File: src/rtl/cdc_toggle_event_rx.sv
// Destination-domain receiver for a synchronized toggle: each level change becomes
// one event, buffered in a saturating pending counter behind a valid/ready port.
module cdc_toggle_event_rx #(
   parameter int PENDING_W  = 4,
   parameter int ARM_CYCLES = 1
) (
   input  logic                 clk,
   input  logic                 s_rst,
   input  logic                 sync_toggle_in,
   output logic                 edge_pls,
   output logic                 out_vld,
   input  logic                 out_rdy,
   output logic [PENDING_W-1:0] pending_cnt,
   output logic                 ovf_sticky,
   input  logic                 ovf_clr
);

   typedef enum logic [0:0] {ST_ARM = 1'b0, ST_RUN = 1'b1} state_t;

   localparam logic [PENDING_W-1:0] CNT_MAX  = '1;
   localparam logic [PENDING_W-1:0] CNT_ONE  = PENDING_W'(1);
   localparam logic [7:0]           ARM_LAST = 8'(ARM_CYCLES - 1);

   state_t               r_state;
   state_t               w_state_nxt;
   logic [7:0]           r_arm_cnt;
   logic                 r_toggle_q;
   logic                 r_edge_pls;
   logic                 r_ovf;
   logic [PENDING_W-1:0] r_cnt;
   logic                 w_arm_done;
   logic                 w_edge;
   logic                 w_push;
   logic                 w_pop;
   logic                 w_full;

   assign w_arm_done = (r_arm_cnt == ARM_LAST);
   assign w_edge     = sync_toggle_in ^ r_toggle_q;
   assign w_pop      = out_vld & out_rdy;
   assign w_full     = (r_cnt == CNT_MAX);

   // State register
   always_ff @(posedge clk) begin
      if (s_rst) begin
         r_state <= ST_ARM;
      end else begin
         r_state <= w_state_nxt;
      end
   end

   // Next-state logic: ARM runs for ARM_CYCLES cycles, RUN is left only by reset
   always_comb begin
      w_state_nxt = r_state;
      case (r_state)
         ST_ARM:  w_state_nxt = w_arm_done ? ST_RUN : ST_ARM;
         ST_RUN:  w_state_nxt = ST_RUN;
         default: w_state_nxt = ST_ARM;
      endcase
   end

   // Output logic: edges only become events once the reference level is established
   always_comb begin
      w_push = 1'b0;
      case (r_state)
         ST_RUN:  w_push = w_edge;
         default: w_push = 1'b0;
      endcase
   end

   // Arm-phase cycle counter
   always_ff @(posedge clk) begin
      if (s_rst) begin
         r_arm_cnt <= 8'd0;
      end else if (r_state == ST_ARM && !w_arm_done) begin
         r_arm_cnt <= r_arm_cnt + 8'd1;
      end else begin
         r_arm_cnt <= r_arm_cnt;
      end
   end

   // Reference level tracks the input in every state, so the level at reset release is never an event
   always_ff @(posedge clk) begin
      r_toggle_q <= sync_toggle_in;
   end

   // Registered edge pulse
   always_ff @(posedge clk) begin
      if (s_rst) begin
         r_edge_pls <= 1'b0;
      end else begin
         r_edge_pls <= w_push;
      end
   end

   // Pending counter: simultaneous push and pop cancel, even when full
   always_ff @(posedge clk) begin
      if (s_rst) begin
         r_cnt <= '0;
      end else begin
         case ({w_push, w_pop})
            2'b10:   r_cnt <= w_full ? r_cnt : r_cnt + CNT_ONE;
            2'b01:   r_cnt <= r_cnt - CNT_ONE;
            default: r_cnt <= r_cnt;
         endcase
      end
   end

   // Sticky overflow: a drop in the same cycle as a clear keeps the flag set
   always_ff @(posedge clk) begin
      if (s_rst) begin
         r_ovf <= 1'b0;
      end else if (w_push && !w_pop && w_full) begin
         r_ovf <= 1'b1;
      end else if (ovf_clr) begin
         r_ovf <= 1'b0;
      end else begin
         r_ovf <= r_ovf;
      end
   end

   assign edge_pls    = r_edge_pls;
   assign pending_cnt = r_cnt;
   assign out_vld     = (r_cnt != '0);
   assign ovf_sticky  = r_ovf;

endmodule

File: config.mk
export PLATFORM = sky130hd
export DESIGN_NAME = cdc_toggle_event_rx
export DESIGN_NICKNAME = d
export VERILOG_FILES = /design/src/rtl/cdc_toggle_event_rx.sv
export SDC_FILE = /design/constraint.sdc
export NUM_CORES = 1
export LEC_CHECK = 0
export CAP_MARGIN = 40
export CORE_UTILIZATION = 45
export CTS_CLUSTER_SIZE = 28
export DETAILED_ROUTE_END_ITERATION = 12
export GPL_TIMING_DRIVEN = 1
export PLACE_DENSITY = 0.74
export SYNTH_ARGS = -nofsm -noshare
export SYNTH_HDL_FRONTEND = slang
export SYNTH_SLANG_ARGS = --single-unit
File: constraint.sdc
create_clock -name clk -period 2.55 [get_ports clk]
set_clock_uncertainty 0.2 [all_clocks]
set_input_delay 0.51 -clock clk [delete_from_list [all_inputs] [get_ports clk]]
set_output_delay 0.51 -clock clk [all_outputs]
set_load 0.02 [all_outputs]
==> flow_summary.ini <==
[critical_path]
reg2reg_from = pending_cnt[0]
crit_fanout = 3
crit_start = pending_cnt[0]
startpoint_type = flop
worstPathArrival_ns = 2.45
crit_required_ns = 2.53
critPathKind = flop to flop
crit_path_end_kind = flop
reg2reg_setup_slack_ns = 0.08

[place]
hpwl_um = 1290
pre_cts_slack_ns = -0.486
place_congestion = 0.785
place_area_um2 = 971
port_buffers = 11

[finish]
multi_input_area_um2 = 460
nets = 117
synthToLayoutAreaGrowth_pct = 26.3
regArea_um2 = 322
drive_above_1_share_pct = 17.1
design_area_um2 = 1010
n_antenna_cell = 0
fill_cells = 132

[yosys]
synth_seq_area_share_pct = 40.1
synth.ff_latch_count = 16
syn_area_um2 = 800
synth_warnings = 0
syn_avg_cell_area_um2 = 9.41
synth_cell_types = 29
synthCells = 85
syn_nets = 95
synth.area.top_cells = dfxtp_1, xor2_1, ha_1
yosysTopAreaCellShare_pct = 40.1
post-synth-top-area-cell = dfxtp_1

[routing]
vias_per_cell = 5.46
drt_pass1_iterations = 4
vias = 661
wl_per_cell_um = 13.6
antenna_left = 0
wirelength_um = 1650
drc_errors = 0
drtIter0Drc = 15

[floorplanning]
core-area_um2 = 1580
die_area_um2 = 1950
ios = 12
fp-row-count = 14
initial_core_util_pct = 50.7
die_y_um = 44.2
die_x_um = 44.2

[clock_network]
cts_buffers = 3
clkLatencyLatePin_ns = 0.29
clockRootBuffer = clkbuf_4
clock_sinks = 16
clkTransAtPathRegs_ns = 0.09
clockBufferDepth = 2
cts.htree.levels = 1
hold_buffers = 0
cts_tree = done

[timing]
fmax_mhz = 406
maxSlewViolCount = 0
whs_ns = 0.277
relSlewSlack_pct = 75.8
period_minus_slack_ns = 2.47
timing.final.crit_share_pct = 96.7
tns_ns = 0
hold_viol_final = 0
setup_ws_ns = 0.0849
rsz0062_at_grt = no
worst_pin_slew_ns = 0.358
setup-violations-final = 0

[pwr]
p_leak_nw = 0.418
finalPower_mw = 0.962
power.density_nw_per_um2 = 953
ir_drop_mv = 0.697

[global_routing]
grt_max_degree = 10
grt_first_pass_wirelength_um = 2750
antenna_found_initial = 0
grt_usage_pct = 19.9
gr-total-overflow = 0
grt_pass1_vias = 624

[outcome]
status = finished clean

[min_path]
worstHoldPathType = flop to flop
hp-start = ovf_sticky

[flow_run]
max_cap_violations = 0
-- critical path, stage by stage, from the launching register on --
cell	delay, ns
dfxtp_1	0.36
o41ai_4	0.41
a21o_2	0.16
inv_2	0.04
ha_1	0.26
a21o_2	0.22
a21oi_2	0.14
mux2i_1	0.22
mux2_1	0.34
-- flip-flops by register name (all words and copies together), names as in the netlist --
signal / count
r_state: 1
r_toggle_q: 1
edge_pls: 1
r_arm_cnt: 8
ovf_sticky: 1
pending_cnt: 4
-- power by group --
group | leakage, nW | switching [mW] | internal, mW
Clock | 0.0138 | 0.0799 | 0.0551
Combinational | 0.274 | 0.229 | 0.254
Sequential | 0.131 | 0.0598 | 0.284
-- metrics by stage --
stage	util, %	std cells
5_1_grt	64.0	121
3_3_place_gp	61.6	117
4_1_cts	64.0	121
3_5_place_dp	61.6	117
6_report	64.0	121
2_1_floorplan	-	85
-- cells by family (layout without fill, tap and decap cells) --
kind of cell             after synthesis  in the layout  share of synthesized area (%)
multiplexers                           3              3                           3.91
buffers and inverters                  8             28                           3.75
XOR/XNOR                               9              9                           9.86
AND/OR/NAND/NOR                       32             32                           21.8
adder cells (fa/ha/maj)                5              5                           8.76
AO/OA/AOI/OAI                         12             12                           11.9
flip-flops                            16             16                           40.1
-- placed cells by master, fill, tap and decap left out, types with 2 or more instances in the layout --
master / count
buf_4: 7
dfxtp_1: 15
ha_1: 4
a21oi_1: 5
dlygate4sd2_1: 3
inv_1: 6
nor2_1: 11
nor3_1: 3
nand4_1: 4
clkdlybuf4s50_1: 8
nand3_1: 5
xnor2_1: 3
clkbuf_4: 3
xor2_1: 5
mux2i_1: 2
a21o_2: 2
-- cell type report --
cell class              instances  area share (%)
repair buffers                 18            15.7
multi-input cells              61            45.6
flip-flops and latches         16            31.8
inverters                       7            2.60
clock buffers                   3            2.23
well taps                      16            1.98
-- synthesized netlist by cell type, drive strengths merged --
| cell type | instances |
|---|---|
| dfxtp | 16 |
| nor2 | 11 |
| inv | 7 |
| a21oi | 6 |
| xor2 | 6 |
| nand3 | 5 |
| ha | 4 |
| nand4 | 4 |
| a21o | 3 |
| nor3 | 3 |
| xnor2 | 3 |
| mux2i | 2 |
| a211oi | 1 |
| and3 | 1 |
| and4 | 1 |
| and4b | 1 |
| clkbuf | 1 |
| fa | 1 |
| mux2 | 1 |
| nand2 | 1 |
| nand2b | 1 |
| nor2b | 1 |
| nor4b | 1 |
| o21ai | 1 |
| o41ai | 1 |
| or3b | 1 |
| or4 | 1 |
-- layer usage --
layer  share of wire [%]  global-route usage (%)
met1                  46                    24.9
met2                  49                    31.5
met3                 3.5                    4.90
met4                 1.5                    10.9
met5                   0                       0
-- worst paths after layout --
check                   endpoint  depth (start not counted)
hold reg to reg       ovf_sticky                          2
setup reg to reg  pending_cnt[3]                          8
hold / removal        ovf_sticky                          2
setup / recovery  pending_cnt[3]                          8
-- repair_timing --
item | CTS | global route
endpoints found under the hold margin | 0 | 0
endpoints found under the setup margin | 2 | 1
resized for setup | 5 | 1
pin swaps | 1 | 0
buffers inserted | 1 | 0
No activity file was read; power rests on OpenSTA's default activity.
